[src/rtl/fetch_instr_queue.sv]
// fetch_instr_queue
//   Decoupling FIFO between the IFU fetch buffer and decode. Each accepted
//   word is classified as compressed (16-bit) or full (32-bit) and normalised.
//   The normalised word is stored with its PC in a small circular buffer. The
//   oldest entry is presented to decode. A pipeline redirect (Flush) discards
//   the whole queue.
//
// Ports
//   clk            clock, rising edge
//   reset          asynchronous, active-low reset
//   InValid/InReady/InWord/InPC          fetch-side push handshake
//   Flush          redirect: empty the queue at the next edge
//   OutValid/OutReady                    decode-side pop handshake
//   OutInstr/OutPC/OutCompressed/OutIllegal   head entry fields
//   Count          number of occupied entries
//
// Handshake: a transfer completes on a rising edge where valid and ready are
// both high. InReady depends only on Count and Flush, never on OutReady.
// OutValid depends only on Count. Neither side completes a transfer in a
// Flush cycle.

module fetch_instr_queue #(
  parameter int          XLEN  = 64,
  parameter int          DEPTH = 4,
  parameter logic [31:0] NOP   = 32'h0000_0013
) (
  input  logic                       clk,
  input  logic                       reset,
  input  logic                       InValid,
  output logic                       InReady,
  input  logic [31:0]                InWord,
  input  logic [XLEN-1:0]            InPC,
  input  logic                       Flush,
  output logic                       OutValid,
  input  logic                       OutReady,
  output logic [31:0]                OutInstr,
  output logic [XLEN-1:0]            OutPC,
  output logic                       OutCompressed,
  output logic                       OutIllegal,
  output logic [$clog2(DEPTH+1)-1:0] Count
);

  localparam int PW = (DEPTH > 1) ? $clog2(DEPTH) : 1;
  localparam int CW = $clog2(DEPTH + 1);
  localparam logic [CW-1:0] FULL_CNT = CW'(DEPTH);

  logic [PW-1:0]   head_q, tail_q;
  logic [CW-1:0]   count_q;
  logic [31:0]     instr_q [DEPTH];
  logic [XLEN-1:0] pc_q    [DEPTH];
  logic [DEPTH-1:0] vld_q, comp_q, ill_q;
  // PC shown while the queue is empty: the last PC that was at the head.
  logic [XLEN-1:0] last_pc_q;

  logic        push, pop;
  logic        in_comp, in_ill;
  logic [31:0] in_instr;

  // Classification of the incoming word.
  assign in_comp  = (InWord[1:0] != 2'b11);
  assign in_instr = in_comp ? {16'h0000, InWord[15:0]} : InWord;
  assign in_ill   = in_comp & (InWord[15:0] == 16'h0000);

  assign InReady  = (count_q < FULL_CNT) & ~Flush;
  assign OutValid = (count_q != '0);
  assign push     = InValid & InReady;
  assign pop      = OutValid & OutReady & ~Flush;

  // Head outputs come only from stored state; no path from In* to Out*.
  assign OutInstr      = OutValid ? instr_q[head_q] : NOP;
  assign OutPC         = OutValid ? pc_q[head_q] : last_pc_q;
  assign OutCompressed = OutValid & comp_q[head_q];
  assign OutIllegal    = OutValid & ill_q[head_q];
  assign Count         = count_q;

  always_ff @(posedge clk or negedge reset) begin
    if (!reset) begin
      head_q    <= '0;
      tail_q    <= '0;
      count_q   <= '0;
      vld_q     <= '0;
      comp_q    <= '0;
      ill_q     <= '0;
      last_pc_q <= '0;
      for (int i = 0; i < DEPTH; i++) begin
        instr_q[i] <= '0;
        pc_q[i]    <= '0;
      end
    end else begin
      if (OutValid) begin
        last_pc_q <= pc_q[head_q];
      end
      if (Flush) begin
        // Flush overrides any push or pop offered in the same cycle.
        head_q  <= '0;
        tail_q  <= '0;
        count_q <= '0;
        vld_q   <= '0;
      end else begin
        // When both happen, head != tail because the queue is neither empty
        // (pop needs an entry) nor full (push needs space).
        if (pop) begin
          vld_q[head_q] <= 1'b0;
          head_q        <= head_q + PW'(1);
        end
        if (push) begin
          instr_q[tail_q] <= in_instr;
          pc_q[tail_q]    <= InPC;
          comp_q[tail_q]  <= in_comp;
          ill_q[tail_q]   <= in_ill;
          vld_q[tail_q]   <= 1'b1;
          tail_q          <= tail_q + PW'(1);
        end
        case ({push, pop})
          2'b10:   count_q <= count_q + CW'(1);
          2'b01:   count_q <= count_q - CW'(1);
          default: count_q <= count_q;
        endcase
      end
    end
  end

endmodule

[config.mk]
export PLATFORM = sky130hd
export DESIGN_NAME = fetch_instr_queue
export DESIGN_NICKNAME = d
export VERILOG_FILES = /design/src/rtl/fetch_instr_queue.sv
export SDC_FILE = /design/constraint.sdc
export NUM_CORES = 1
export LEC_CHECK = 0
export ABC_AREA = 1
export CORE_UTILIZATION = 45
export DETAILED_ROUTE_END_ITERATION = 12
export GPL_TIMING_DRIVEN = 0
export PLACE_DENSITY = 0.68
export SLEW_MARGIN = 5
export SYNTH_ARGS = -nofsm -noshare
export SYNTH_HDL_FRONTEND = slang
export SYNTH_SLANG_ARGS = --single-unit
[constraint.sdc]
create_clock -name clk -period 1.61 [get_ports clk]
set_clock_uncertainty 0.15 [all_clocks]
set_input_delay 0.483 -clock clk [delete_from_list [all_inputs] [get_ports clk]]
set_output_delay 0.483 -clock clk [all_outputs]
set_load 0.02 [all_outputs]
# [Word-level counts from Yosys, hierarchy flattened]
# Cells that the tools add are included.
# W data, S select, Z words.
[op_classes] add_sub_neg=4 n_lt_le_gt_ge=7 n_eq_ne=3 muxes=29 bitwise_logic=10 n_reduce_logical=8
[ops] op="$bwmux W256" n=1
[ops] op="$mux W64" n=4
[ops] op="$mux W32" n=5
[ops] op="$bmux W64 S2" n=1
[ops] op="$bwmux W128" n=1
[ops] op="$demux W64 S2" n=1
[ops] op="$bmux W32 S2" n=1
[ops] op="$demux W32 S2" n=1
[ops] op="$logic_not A16 Y1" n=1
[ops] op="$bwmux W4" n=2
[ops] op="$mux W2" n=4
[ops] op="$and A1 B1 Y1" n=7
[ops] op="$ge A3 B3 Y1 const B" n=2
[ops] op="$lt A2 B3 Y1 const B" n=2
[ops] op="$not A2 Y3" n=2
[ops] op="$pmux W3 S2" n=1
[ops] op="$reduce_bool A3 Y1" n=2
[ops] op="$add A2 B1 Y2 const B" n=2
[ops] op="$bmux W1 S2" n=2
[ops] op="$reduce_bool A2 Y1" n=2
[ops] op="$add A3 B1 Y3 const B" n=1
[ops] op="$lt A3 B1 Y1 const B" n=1
[ops] op="$lt A3 B3 Y1 const B" n=1
[ops] op="$mux W1" n=3
[ops] op="other kinds (10)" n=11
[totals] regBits=463 inputBits=101 out_inout_bits=103 elab_cells=75

# [Depth between registers and ports, before layout]
# Gate-level depths: netlist of run 1.
[depth] ltp_word=6 mapped_depth=10 ltp_nobuf=9

# [Worst setup path before layout of run 1]
# Ideal clock, no wire load.
[synth_timing] path_kind="register to output" from="reg head_q[0]" to="out OutInstr[0]" t_arrival_ps=1675 required_ps=977 slack_ps=-698 stages_incl_launch_ff=7 path_buffers=3 cell_sequence="dfrtp_1 buf_4 inv_4 buf_6 buf_6 nor2_1 o311ai_0"
[synth_between] elab_chain_len=5
[synth_rtl] element="start, declared" line_no="47" source="logic [PW-1:0] head_q, tail_q;"
[synth_rtl] element="start signal, assigned" line_no="104" source="head_q <= head_q + PW'(1);"
[synth_rtl] element="$not A2 Y3 (not written as such)" line_no="70" source="assign OutInstr = OutValid ? instr_q[head_q] : NOP;"
[synth_rtl] element="$bmux W32 S2" line_no="70"
[synth_rtl] element="$mux W32 (not written as such) (2 in a row)" line_no="70"
[synth_rtl] element="$mux W32" line_no="70"
[synth_rtl] element="end, declared" line_no="36" source="output logic [31:0] OutInstr,"
# Every way passes these cells. The select of a mux whose other input is x is not followed.

# [Worst setup path in the final report of run 1]
[layout_timing] from="reg head_q[0]" to="out OutInstr[26]"
# Same word-level chain as after synthesis.

==> results of run 1 <==
-- through the flow --
stage          hold WS, ps  worst slack, ps
6_report            -386.9            -1237
3_3_place_gp         307.8           -21960
3_5_place_dp         298.9            -1527
2_1_floorplan        37.41           -346.8
5_1_grt             -381.1            -1309
4_1_cts             -328.4            -1302
-- Yosys cell counts (14+ instances only) --
cell type / number
clkbuf_1: 55
o21ai_1: 239
o21ai_0: 317
inv_1: 139
nand2_1: 473
a21oi_1: 66
buf_4: 14
nor2_1: 411
buf_6: 42
buf_2: 45
dfrtp_1: 463
a31oi_1: 64
-- sequential cells by signal, indices dropped and copies added, names as in the netlist --
signal / count
Count: 3
comp_q: 4
head_q: 2
ill_q: 4
instr_q: 128
last_pc_q: 64
pc_q: 256
tail_q: 2
-- cell families (layout without fill, tap and decap cells) --
logic type / count (synthesis) / after routing / synth area share
flops: 463 / 463 / 0.5726
fa+ha+maj: 5 / 5 / 0.003463
simple gates: 900 / 900 / 0.1694
other cells: 0 / 1 / 0
compound gates: 691 / 691 / 0.1759
buf+inv: 310 / 613 / 0.07872
-- final timing paths --
check                                              start                  endpoint  slack [ps]  depth (start not counted)
worst max-delay path               head_q[0]$_DFFE_PN0P_              OutInstr[26]       -1240                          9
worst min-delay path                               reset     pc_q[177]$_DFFE_PN0P_        -390                          1
worst max register to register      Count[2]$_DFFE_PN0P_   instr_q[27]$_DFFE_PN0P_        -370                          9
worst min register to register  instr_q[126]$_DFFE_PN0P_  instr_q[126]$_DFFE_PN0P_         330                          2
max in group asynchronous                          reset      pc_q[76]$_DFFE_PN0P_         -40                          4
min in group clk                                   Flush      Count[1]$_DFFE_PN0P_         280                          4
-- critical path, cell delays in order (launching register included) --
cell and delay (ps):
dfrtp_1 370, buf_12 180, inv_12 70, buf_16 160
buf_12 140, buf_12 140, a21oi_2 100, o21ai_1 80
a21oi_2 190, buf_4 170
-- cell type report --
class	count	area (um2)
fillers	3966	18050
well taps	592	740.7
clock inverters	6	58.81
multi-input cells	1596	8099
diodes	1	2.502
flip-flops and latches	463	11590
repair buffers	214	2073
clock buffers	83	1567
plain buffers	165	1565
inverters	145	566.8
-- routing by layer --
metal  wire, um  vias up  GRT usage
li1           -     8225          -
met1      26510     8635     0.3703
met2      28910      635     0.4237
met3       4241      123    0.05248
met4       2041        0     0.1057
met5          0        -          0
-- power groups by stage --
stage	logic, mW	clock network (mW)	registers, mW
final	10.9	11.4	16.3
after global routing	12.0	12.0	16.7
after CTS	10.7	11.6	16.3
after detailed placement	10.8	0	16.4
after global placement	10.5	0	16.4
after floorplan	7.04	0	16.0
-- what timing repair did --
item / CTS / global route
gates resized for setup: 605 / 158
pin swaps: 14 / 12
gates cloned: 0 / 3
setup buffers: 0 / 4
endpoints found under the hold margin: 58 / 58
setup endpoints to repair: 667 / 665
==> flow_summary.html, run 1 <==
<table>
<tr><th>Metric</th><th>Value</th></tr>
<tr><th colspan="2">Cells and area</th></tr>
<tr><td>Final std cell area, no fill</td><td>between 20,000 and 30,000 um2</td></tr>
<tr><td>Most frequent cells in the layout</td><td>nand2_1 (472), dfrtp_1 (460), nor2_1 (406), o21ai_1 (314), o21ai_0 (218)</td></tr>
<tr><td>Layout Utilization</td><td>0.5926</td></tr>
<tr><td>Area grow syn2layout</td><td>29.79%</td></tr>
<tr><td>Layout cells sized above 1</td><td>0.1856</td></tr>
<tr><td>Final std cells w/o fill</td><td>between 3,000 and 4,000</td></tr>
<tr><td>Most common library cell in the layout ignoring fill and taps</td><td>nand2_1</td></tr>
<tr><td>Final layout net count</td><td>between 2,000 and 3,000</td></tr>
<tr><th colspan="2">Global routing</th></tr>
<tr><td>Global-route wire length before repair</td><td>a little under 100,000 um</td></tr>
<tr><td>Via count of the first global-routing pass</td><td>17,610</td></tr>
<tr><td>Total gr overflow</td><td>0</td></tr>
<tr><td>Pin count of the biggest net entering global routing</td><td>about 110</td></tr>
<tr><td>Overall track demand over capacity in global routing</td><td>0.2699</td></tr>
<tr><td>Antenna violations before repair</td><td>1</td></tr>
<tr><th colspan="2">Synthesis</th></tr>
<tr><td>Portion of the post-synthesis area used by sequential elements</td><td>0.5726</td></tr>
<tr><td>Async set-or-reset flop fraction in the synthesized netlist</td><td>1.000</td></tr>
<tr><td>Mean area per synthesized cell</td><td>8.541 um2</td></tr>
<tr><td>Cell types with the largest area share after synthesis</td><td>dfrtp_1 (57%), nand2_1 (8.8%), o21ai_0 (7.8%), nor2_1 (7.6%), o21ai_1 (5.9%)</td></tr>
<tr><td>Post-synthesis instance area</td><td>around 20,000 um2</td></tr>
<tr><td>Count of distinct cell types in the synthesized netlist</td><td>26</td></tr>
<tr><td>Most used flip-flop cell after synthesis</td><td>dfrtp_1</td></tr>
<tr><td>Largest area contributor in the synthesized netlist</td><td>dfrtp_1</td></tr>
<tr><td>#FFs+latches synth</td><td>about 460</td></tr>
<tr><td>Synthesized net count</td><td>around 2,500</td></tr>
<tr><td>Gate count after technology mapping</td><td>between 2,000 and 2,500</td></tr>
<tr><td>Proportion of netlist area held by the largest area contributor</td><td>0.5726</td></tr>
<tr><td>Synth warn</td><td>0</td></tr>
<tr><td>Post-synth EDFFs</td><td>0</td></tr>
<tr><th colspan="2">Clocking</th></tr>
<tr><td>Depth of the CTS H-tree</td><td>2</td></tr>
<tr><td>Root Buffer</td><td>clkbuf_16</td></tr>
<tr><td>Clock tree from TritonCTS</td><td>done</td></tr>
<tr><td>Total clock buffers created by CTS</td><td>roughly 50</td></tr>
<tr><td>Register clock-pin slew on the reported worst setup and hold paths</td><td>roughly 60 ps</td></tr>
<tr><td>Number of sinks driven by the clock tree</td><td>463</td></tr>
<tr><td>Bufs on Longest Clock Path</td><td>3</td></tr>
<tr><td>Insertion delay to the later sink of the worst-skew pair</td><td>590 ps</td></tr>
<tr><th colspan="2">Die</th></tr>
<tr><td>Starting density of the core</td><td>0.4566</td></tr>
<tr><td>Total core area</td><td>between 40,000 and 50,000 um2</td></tr>
<tr><td>Vertical extent of the die</td><td>around 210 um</td></tr>
<tr><td>X dimension of the die</td><td>214.1 um</td></tr>
<tr><td>I/O pin count</td><td>~200</td></tr>
<tr><td>Full die area</td><td>between 40,000 and 50,000 um2</td></tr>
<tr><td>Number of core rows</td><td>77</td></tr>
<tr><th colspan="2">Drt</th></tr>
<tr><td>Routed WL</td><td>between 60,000 and 70,000 um</td></tr>
<tr><td>Overall via count from detail_route</td><td>between 15,000 and 20,000</td></tr>
<tr><td>Average wire length per cell after detail routing</td><td>roughly 19 um</td></tr>
<tr><td>Number of violations reported at the end of detailed-routing iteration 0</td><td>~1,600</td></tr>
<tr><td>Number of nets with antenna violations after routing</td><td>0</td></tr>
<tr><td>Number of detailed-route iterations in the first pass</td><td>5</td></tr>
<tr><td>Residual DRC</td><td>0</td></tr>
<tr><td>Via/cell ratio</td><td>between 5 and 6</td></tr>
<tr><th colspan="2">Pwr</th></tr>
<tr><td>Sw frac</td><td>0.3232</td></tr>
<tr><td>Sequential share of power</td><td>0.422</td></tr>
<tr><td>Power density normalized to cell area</td><td>approximately 1500 nW/um2</td></tr>
<tr><td>LEAKAGE</td><td>~12 nW</td></tr>
<tr><td>Relative contribution of combinational cells to total power</td><td>0.282</td></tr>
<tr><td>Cell internal power dissipation</td><td>~26 mW</td></tr>
<tr><td>Power consumption</td><td>38.64 mW</td></tr>
<tr><td>Worst voltage drop across the vdd grid</td><td>slightly below 0.0008 V</td></tr>
<tr><td>Clock group share of total power</td><td>0.295</td></tr>
<tr><td>Net switching component of the power</td><td>approximately 12 mW</td></tr>
<tr><th colspan="2">Run status</th></tr>
<tr><td>Violated checks</td><td>negative hold slack, negative setup slack</td></tr>
<tr><td>Result of the run</td><td>finished, violations left</td></tr>
<tr><th colspan="2">Timing</th></tr>
<tr><td>Shortest clock period the worst path allows after layout</td><td>~2800 ps</td></tr>
<tr><td>Final setup violation count</td><td>between 500 and 600</td></tr>
<tr><td>Total negative setup slack</td><td>-223,780 ps</td></tr>
<tr><td>Final slew viol count</td><td>0</td></tr>
<tr><td>Post-route clock period utilization</td><td>1.768</td></tr>
<tr><td>Tightest slew margin relative to the limit</td><td>0.5989</td></tr>
<tr><td>Post-route setup slack</td><td>-1237 ps</td></tr>
<tr><td>Worst-margin pin slew</td><td>596.1 ps</td></tr>
<tr><td>RSZ-0062 raised after global routing</td><td>true</td></tr>
<tr><td>Final Hold Slack</td><td>-386.9 ps</td></tr>
<tr><td>Upper clock frequency limit</td><td>351.2 MHz</td></tr>
<tr><td>Final hold violation count</td><td>63</td></tr>
<tr><th colspan="2">Critical path</th></tr>
<tr><td>Required @ worst endpoint</td><td>980 ps</td></tr>
<tr><td>Max Fanout on Critical Path</td><td>9</td></tr>
<tr><td>Endpoint type of the worst setup path</td><td>primary output</td></tr>
<tr><td>Nature of the critical path startpoint</td><td>flip-flop</td></tr>
<tr><td>Kind of critical path</td><td>flip-flop to primary output</td></tr>
<tr><td>Arrival time reported for the critical path endpoint</td><td>around 2200 ps</td></tr>
<tr><th colspan="2">Placement</th></tr>
<tr><td>Inst Count DP</td><td>3,168</td></tr>
<tr><td>HPWL Detailed</td><td>41,710 um</td></tr>
<tr><td>Final weighted congestion in routability-driven placement</td><td>about 0.86</td></tr>
<tr><td>Cell area after placement</td><td>24,180 um2</td></tr>
<tr><td>Count of port buffers added during placement</td><td>203</td></tr>
<tr><th colspan="2">Run</th></tr>
<tr><td>Max capacitance violation total</td><td>0</td></tr>
<tr><th colspan="2">Min path</th></tr>
<tr><td>Worst min path class</td><td>input pin to async pin</td></tr>
</table>
Power figures use the tool's default switching activity.
==> run 2, diff against run 1 <==
SLEW_MARGIN = unset   (was 5)
==> run 2 against run 1 <==
Against the previous run:
- the flow still finishes with violations (negative hold slack, negative setup slack)
- power grew 6.8%
- global-route usage up 0.70 points
- via count grew 4.0%
- largest cell class unchanged
==> flow_summary.html, run 2 (synthesized netlist as in run 1, its figures left out) <==
<table>
<tr><th>Metric</th><th>Value</th></tr>
<tr><th colspan="2">Critical path</th></tr>
<tr><td>Arrival time reported for the critical path endpoint</td><td>about 2300 ps</td></tr>
<tr><td>Kind of critical path</td><td>flip-flop to primary output</td></tr>
<tr><td>Nature of the critical path startpoint</td><td>flip-flop</td></tr>
<tr><td>Endpoint type of the worst setup path</td><td>primary output</td></tr>
<tr><td>Max Fanout on Critical Path</td><td>6</td></tr>
<tr><td>Required @ worst endpoint</td><td>slightly below 1000 ps</td></tr>
<tr><th colspan="2">Cells and area</th></tr>
<tr><td>Layout Utilization</td><td>0.6516</td></tr>
<tr><td>Area grow syn2layout</td><td>42.70%</td></tr>
<tr><td>Layout cells sized above 1</td><td>0.2763</td></tr>
<tr><td>Number of flip-flops in the largest register</td><td>approximately 260</td></tr>
<tr><td>Final layout net count</td><td>roughly 2,800</td></tr>
<tr><td>Register bank with the most flops</td><td>pc_q</td></tr>
<tr><td>Count of filler cells inserted in the layout</td><td>3,525</td></tr>
<tr><td>Final std cells w/o fill</td><td>between 3,000 and 4,000</td></tr>
<tr><td>Most frequent cells in the layout</td><td>nand2_1 (463), dfrtp_1 (459), nor2_1 (336), o21ai_1 (304)</td></tr>
<tr><td>Largest registers</td><td>pc_q (256), instr_q (128), last_pc_q (64)</td></tr>
<tr><td>Most common library cell in the layout ignoring fill and taps</td><td>nand2_1</td></tr>
<tr><td>Final std cell area, no fill</td><td>28,880 um2</td></tr>
<tr><th colspan="2">Die</th></tr>
<tr><td>Full die area</td><td>between 40,000 and 50,000 um2</td></tr>
<tr><td>Starting density of the core</td><td>0.4566</td></tr>
<tr><td>Vertical extent of the die</td><td>~210 um</td></tr>
<tr><td>Number of core rows</td><td>77</td></tr>
<tr><td>I/O pin count</td><td>about 200</td></tr>
<tr><td>X dimension of the die</td><td>214.1 um</td></tr>
<tr><td>Total core area</td><td>roughly 44,000 um2</td></tr>
<tr><th colspan="2">Timing</th></tr>
<tr><td>Final hold violation count</td><td>a little under 60</td></tr>
<tr><td>Tightest slew margin relative to the limit</td><td>0.5697</td></tr>
<tr><td>Final slew viol count</td><td>0</td></tr>
<tr><td>Worst-margin pin slew</td><td>645.5 ps</td></tr>
<tr><td>Upper clock frequency limit</td><td>roughly 350 MHz</td></tr>
<tr><td>Final setup violation count</td><td>about 660</td></tr>
<tr><td>Final Hold Slack</td><td>-324.2 ps</td></tr>
<tr><td>Post-route clock period utilization</td><td>1.796</td></tr>
<tr><td>Post-route setup slack</td><td>-1282 ps</td></tr>
<tr><td>Shortest clock period the worst path allows after layout</td><td>around 2900 ps</td></tr>
<tr><td>RSZ-0062 raised after global routing</td><td>true</td></tr>
<tr><td>Total negative setup slack</td><td>-376,520 ps</td></tr>
<tr><th colspan="2">Global routing</th></tr>
<tr><td>Total gr overflow</td><td>0</td></tr>
<tr><td>Overall track demand over capacity in global routing</td><td>0.2769</td></tr>
<tr><td>Via count of the first global-routing pass</td><td>17,830</td></tr>
<tr><td>Antenna violations before repair</td><td>1</td></tr>
<tr><td>Global-route wire length before repair</td><td>between 100,000 and 150,000 um</td></tr>
<tr><td>Pin count of the biggest net entering global routing</td><td>120</td></tr>
<tr><th colspan="2">Pwr</th></tr>
<tr><td>LEAKAGE</td><td>roughly 13 nW</td></tr>
<tr><td>Power density normalized to cell area</td><td>roughly 1400 nW/um2</td></tr>
<tr><td>Worst voltage drop across the vdd grid</td><td>around 0.00096 V</td></tr>
<tr><td>Power consumption</td><td>between 40 and 50 mW</td></tr>
<tr><th colspan="2">Placement</th></tr>
<tr><td>Cell area after placement</td><td>around 24,000 um2</td></tr>
<tr><td>HPWL Detailed</td><td>between 40,000 and 50,000 um</td></tr>
<tr><td>Count of port buffers added during placement</td><td>203</td></tr>
<tr><td>Inst Count DP</td><td>between 3,000 and 4,000</td></tr>
<tr><td>Final weighted congestion in routability-driven placement</td><td>approximately 0.86</td></tr>
<tr><th colspan="2">Drt</th></tr>
<tr><td>Residual DRC</td><td>0</td></tr>
<tr><td>Number of violations reported at the end of detailed-routing iteration 0</td><td>1,730</td></tr>
<tr><td>Overall via count from detail_route</td><td>~18,000</td></tr>
<tr><td>Number of detailed-route iterations in the first pass</td><td>8</td></tr>
<tr><td>Average wire length per cell after detail routing</td><td>approximately 20 um</td></tr>
<tr><td>Number of nets with antenna violations after routing</td><td>0</td></tr>
<tr><td>Routed WL</td><td>approximately 67,000 um</td></tr>
<tr><td>Via/cell ratio</td><td>5.486</td></tr>
<tr><th colspan="2">Clocking</th></tr>
<tr><td>Bufs on Longest Clock Path</td><td>3</td></tr>
<tr><td>Total clock buffers created by CTS</td><td>49</td></tr>
<tr><td>Number of sinks driven by the clock tree</td><td>463</td></tr>
<tr><td>Root Buffer</td><td>clkbuf_16</td></tr>
<tr><td>Register clock-pin slew on the reported worst setup and hold paths</td><td>roughly 70 ps</td></tr>
<tr><td>Clock tree from TritonCTS</td><td>done</td></tr>
<tr><td>Depth of the CTS H-tree</td><td>2</td></tr>
<tr><td>Insertion delay to the later sink of the worst-skew pair</td><td>approximately 600 ps</td></tr>
<tr><th colspan="2">Run</th></tr>
<tr><td>Max capacitance violation total</td><td>0</td></tr>
<tr><th colspan="2">Run status</th></tr>
<tr><td>Violated checks</td><td>negative hold slack, negative setup slack</td></tr>
<tr><td>Result of the run</td><td>finished, violations left</td></tr>
<tr><th colspan="2">Min path</th></tr>
<tr><td>Worst min path class</td><td>input pin to async pin</td></tr>
</table>
-- run 2: cell types whose count changed in the layout (fill, tap and decap cells not counted), moves of 11 or more --
| cell | change |
|---|---|
| buf_6 | +43 |
| o21ai_2 | +64 |
| clkbuf_1 | -11 |
| nor2_1 | -70 |
| nor2_4 | +31 |
| buf_12 | +21 |
| o21ai_4 | +27 |
| clkbuf_8 | -14 |
| clkbuf_16 | +23 |
| o21ai_0 | -81 |
| nor2_2 | +39 |
-- run 2: area by class of cell --
cell class,count,area (um2),share of cell area
antenna,1,2.502,0.00008666
buffer,164,1879,0.06508
clock buffer,71,1421,0.04922
clock inverter,18,224.0,0.007756
inverter,145,586.8,0.02032
multi-input combinational,1598,9184,0.3181
sequential,463,11590,0.4014
tap,592,740.7,0.02565
timing repair buffer,288,3246,0.1124
-- run 2: power by group --
| part | internal [mW] | switching (mW) | total, mW |
|---|---|---|---|
| clock | 6.92 | 4.78 | 11.7 |
| sequential | 14.8 | 1.77 | 16.6 |
| combinational | 5.86 | 7.10 | 13.0 |
| total | 27.6 | 13.7 | 41.3 |
-- run 2: repair_timing --
| item | CTS | global route |
|---|---|---|
| pin swaps | 57 | 100 |
| endpoints found under the setup margin | 667 | 667 |
| gates resized for setup | 917 | 360 |
| hold endpoints to repair | 58 | 58 |
| setup buffers | 20 | 34 |
| gates cloned | 10 | 20 |
-- run 2: through the flow --
stage	hold slack, ps	setup WS [ps]
2_1_floorplan	37.41	-346.8
5_1_grt	-288.3	-1315
3_3_place_gp	307.8	-21960
3_5_place_dp	302.2	-1529
4_1_cts	-315.3	-1256
6_report	-324.2	-1282
-- run 2: worst paths after layout --
path	cells after the start	start	slack (ps)	endpoint
worst min-delay path	1	reset	-320	pc_q[179]$_DFFE_PN0P_
worst min register to register	2	instr_q[121]$_DFFE_PN0P_	330	instr_q[121]$_DFFE_PN0P_
min in group clk	2	instr_q[121]$_DFFE_PN0P_	330	instr_q[121]$_DFFE_PN0P_
max in group asynchronous	4	reset	-170	last_pc_q[12]$_DFF_PN0_
worst max-delay path	9	head_q[0]$_DFFE_PN0P_	-1280	OutInstr[8]
worst max register to register	14	Count[2]$_DFFE_PN0P_	-740	pc_q[228]$_DFFE_PN0P_
-- run 2: worst max-delay path, cell delays in order, from the launching register on --
cell and delay [ps]:
dfrtp_1 410, buf_12 170, inv_16 70, buf_12 120, buf_16 160, clkbuf_16 160, buf_12 110, o21ai_4 50
a21oi_2 210, buf_4 180
-- run 2: per-layer routing --
layer / vias up / global-route usage / share of wire
li1: 8418 / - / -
met1: 9040 / 0.3876 / 0.43
met2: 724 / 0.4461 / 0.48
met3: 141 / 0.03986 / 0.065
met4: 0 / 0.08714 / 0.031
met5: - / 0 / 0
==> run 3, diff against run 2 <==
CAP_MARGIN = 20   (was unset)
SLEW_MARGIN = 30   (was unset)
==> run 3 against run 2 <==
Against the previous run:
- the flow still finishes with violations (negative hold slack, negative setup slack)
- cell area shrank 4.5%
- count of clock-buffer cells in the layout grew 7
- setup slack improved by 30 ps
==> flow_summary.html, run 3 (synthesized netlist as in run 1, its figures left out) <==
<table>
<tr><th>Metric</th><th>Value</th></tr>
<tr><th colspan="2">Run status</th></tr>
<tr><td>Result of the run</td><td>finished, violations left</td></tr>
<tr><td>Violated checks</td><td>negative hold slack, negative setup slack</td></tr>
<tr><th colspan="2">Timing</th></tr>
<tr><td>Final hold violation count</td><td>62</td></tr>
<tr><td>Post-route clock period utilization</td><td>1.778</td></tr>
<tr><td>Final setup violation count</td><td>536</td></tr>
<tr><td>Tightest slew margin relative to the limit</td><td>0.6071</td></tr>
<tr><td>Final Hold Slack</td><td>-297.4 ps</td></tr>
<tr><td>Worst-margin pin slew</td><td>just under 600 ps</td></tr>
<tr><td>Final slew viol count</td><td>0</td></tr>
<tr><td>Post-route setup slack</td><td>-1252 ps</td></tr>
<tr><td>RSZ-0062 raised after global routing</td><td>true</td></tr>
<tr><td>Shortest clock period the worst path allows after layout</td><td>roughly 2900 ps</td></tr>
<tr><td>Upper clock frequency limit</td><td>349.4 MHz</td></tr>
<tr><th colspan="2">Critical path</th></tr>
<tr><td>Reg-to-reg startpoint</td><td>Count[2]$_DFFE_PN0P_</td></tr>
<tr><td>Cell at the slowest stage of the critical path</td><td>dfrtp_2</td></tr>
<tr><td>Critical R2R Capture</td><td>pc_q[5]$_DFFE_PN0P_</td></tr>
<tr><td>Required @ worst endpoint</td><td>980 ps</td></tr>
<tr><td>Arrival time reported for the critical path endpoint</td><td>between 2000 and 2500 ps</td></tr>
<tr><td>Kind of critical path</td><td>flip-flop to primary output</td></tr>
<tr><td>CP cell instances</td><td>buf_12, clkbuf_16, buf_12, nor2_2, nor2_1, o21ai_1, a31oi_2, buf_4</td></tr>
<tr><td>Worst reg-to-reg setup slack</td><td>-360 ps</td></tr>
<tr><td>Endpoint type of the worst setup path</td><td>primary output</td></tr>
<tr><td>Nature of the critical path startpoint</td><td>flip-flop</td></tr>
<tr><td>CP dominant cell by count</td><td>buf_12</td></tr>
<tr><td>Max Fanout on Critical Path</td><td>8</td></tr>
<tr><td>Logic depth of the worst register-to-register path</td><td>9</td></tr>
<tr><td>Crit-path max cell delay</td><td>380 ps</td></tr>
<tr><th colspan="2">Cells and area</th></tr>
<tr><td>Count of filler cells inserted in the layout</td><td>~3,700</td></tr>
<tr><td>Number of flip-flops in the largest register</td><td>between 200 and 300</td></tr>
<tr><td>Register bank with the most flops</td><td>pc_q</td></tr>
<tr><td>Largest registers</td><td>pc_q (256), instr_q (128), last_pc_q (64)</td></tr>
<tr><td>Combined area of the multi-input logic cells</td><td>approximately 8600 um2</td></tr>
<tr><td>Layout cells sized above 1</td><td>0.2318</td></tr>
<tr><td>Footprint of the flip-flops and latches</td><td>approximately 12,000 um2</td></tr>
<tr><td>Area grow syn2layout</td><td>36.25%</td></tr>
<tr><td>Most common library cell in the layout ignoring fill and taps</td><td>nand2_1</td></tr>
<tr><td>Most frequent cells in the layout</td><td>nand2_1 (472), dfrtp_1 (459), nor2_1 (341), o21ai_1 (314), o21ai_0 (190)</td></tr>
<tr><td>Final std cell area, no fill</td><td>around 28,000 um2</td></tr>
<tr><td>Final layout net count</td><td>around 2,800</td></tr>
<tr><th colspan="2">Drt</th></tr>
<tr><td>Via/cell ratio</td><td>~5.5</td></tr>
<tr><td>Number of detailed-route iterations in the first pass</td><td>5</td></tr>
<tr><td>Residual DRC</td><td>0</td></tr>
<tr><td>Routed WL</td><td>63,660 um</td></tr>
<tr><td>Average wire length per cell after detail routing</td><td>roughly 19 um</td></tr>
<tr><td>Number of violations reported at the end of detailed-routing iteration 0</td><td>around 1,500</td></tr>
<tr><td>Overall via count from detail_route</td><td>around 18,000</td></tr>
<tr><td>Number of nets with antenna violations after routing</td><td>0</td></tr>
<tr><th colspan="2">Placement</th></tr>
<tr><td>HPWL Detailed</td><td>about 42,000 um</td></tr>
<tr><td>Count of port buffers added during placement</td><td>between 200 and 250</td></tr>
<tr><td>Cell area after placement</td><td>24,210 um2</td></tr>
<tr><td>Final weighted congestion in routability-driven placement</td><td>0.8621</td></tr>
<tr><th colspan="2">Pwr</th></tr>
<tr><td>Worst voltage drop across the vdd grid</td><td>0.0008248 V</td></tr>
<tr><td>Power consumption</td><td>slightly above 40 mW</td></tr>
<tr><td>LEAKAGE</td><td>~13 nW</td></tr>
<tr><td>Power density normalized to cell area</td><td>1477 nW/um2</td></tr>
<tr><th colspan="2">Global routing</th></tr>
<tr><td>Global-route wire length before repair</td><td>between 90,000 and 100,000 um</td></tr>
<tr><td>Via count of the first global-routing pass</td><td>17,740</td></tr>
<tr><td>Antenna violations before repair</td><td>1</td></tr>
<tr><td>Total gr overflow</td><td>0</td></tr>
<tr><td>Pin count of the biggest net entering global routing</td><td>89</td></tr>
<tr><td>Overall track demand over capacity in global routing</td><td>0.2731</td></tr>
<tr><th colspan="2">Clocking</th></tr>
<tr><td>Root Buffer</td><td>clkbuf_16</td></tr>
<tr><td>Number of sinks driven by the clock tree</td><td>between 400 and 500</td></tr>
<tr><td>Bufs on Longest Clock Path</td><td>3</td></tr>
<tr><td>Insertion delay to the later sink of the worst-skew pair</td><td>slightly below 600 ps</td></tr>
<tr><td>Depth of the CTS H-tree</td><td>2</td></tr>
<tr><td>Register clock-pin slew on the reported worst setup and hold paths</td><td>approximately 60 ps</td></tr>
<tr><td>Clock tree from TritonCTS</td><td>done</td></tr>
<tr><td>Total clock buffers created by CTS</td><td>50</td></tr>
<tr><th colspan="2">Die</th></tr>
<tr><td>X dimension of the die</td><td>about 210 um</td></tr>
<tr><td>Number of core rows</td><td>a little under 80</td></tr>
<tr><td>Starting density of the core</td><td>0.4566</td></tr>
<tr><td>Total core area</td><td>about 44,000 um2</td></tr>
<tr><td>Full die area</td><td>around 46,000 um2</td></tr>
<tr><td>I/O pin count</td><td>204</td></tr>
<tr><td>Vertical extent of the die</td><td>between 200 and 250 um</td></tr>
<tr><th colspan="2">Min path</th></tr>
<tr><td>Worst min path class</td><td>input pin to async pin</td></tr>
<tr><th colspan="2">Run</th></tr>
<tr><td>Max capacitance violation total</td><td>0</td></tr>
</table>
[run 3: worst max-delay path by stage]
stage | from | end | slack (ps) | cells after the start
floorplan | Count[0]$_DFFE_PN0P_ | OutPC[10] | -350 | 5
global placement | reset | Count[0]$_DFFE_PN0P_ | -21960 | 1
detailed placement | head_q[1]$_DFFE_PN0P_ | OutPC[62] | -1500 | 7
CTS | head_q[0]$_DFFE_PN0P_ | OutPC[63] | -1260 | 8
global route | head_q[0]$_DFFE_PN0P_ | OutPC[5] | -1300 | 8
finish | head_q[0]$_DFFE_PN0P_ | OutPC[5] | -1250 | 8
[run 3: critical path, delay by kind of cell (launching register included)]
family | cells | cell delay, ps
AOI/OAI and AO/OA | 2 | 400
buffers and inverters | 4 | 730
and+or+nand+nor | 2 | 110
DFF | 1 | 380
[run 3: power breakdown]
part	total [mW]	switching, mW	internal [mW]
combinational	12.0	6.73	5.30
sequential	16.5	1.64	14.8
clock	12.2	4.81	7.39
total	40.7	13.2	27.5
[run 3: timing repair]
action | 4_1_cts | 5_1_grt
endpoints found under the setup margin | 564 | 555
setup buffers | 4 | 13
cloned | 3 | 13
gates resized for setup | 762 | 221
pin swaps | 31 | 72
endpoints found under the hold margin | 62 | 62
[run 3: layout make-up]
class                           instances  area share
Clock inverter                         13    0.006127
Antenna cell                            1  0.00009076
Multi-Input combinational cell       1596      0.3104
Tap cell                              592     0.02687
Buffer                                165     0.06413
Timing Repair Buffer                  241     0.09362
Inverter                              145     0.02069
Clock buffer                           78     0.05768
Sequential cell                       463      0.4204
[run 3: through the flow]
stage | setup TNS (ps) | cells | setup WS, ps | util
2_1_floorplan | -30860 | 2369 | -346.8 | -
3_3_place_gp | -9871690 | 3164 | -21960 | 0.5430
3_5_place_dp | -526620 | 3169 | -1500 | 0.5462
4_1_cts | -220290 | 3267 | -1258 | 0.6009
5_1_grt | -256290 | 3294 | -1301 | 0.6221
6_report | -217680 | 3294 | -1252 | 0.6221
[run 3: metal layers]
layer,up-vias,share of wire,track usage
met2,665,0.48,0.4380
met1,8849,0.43,0.3765
li1,8314,-,-
met3,129,0.067,0.03901
met5,-,0,0
met4,0,0.032,0.1057
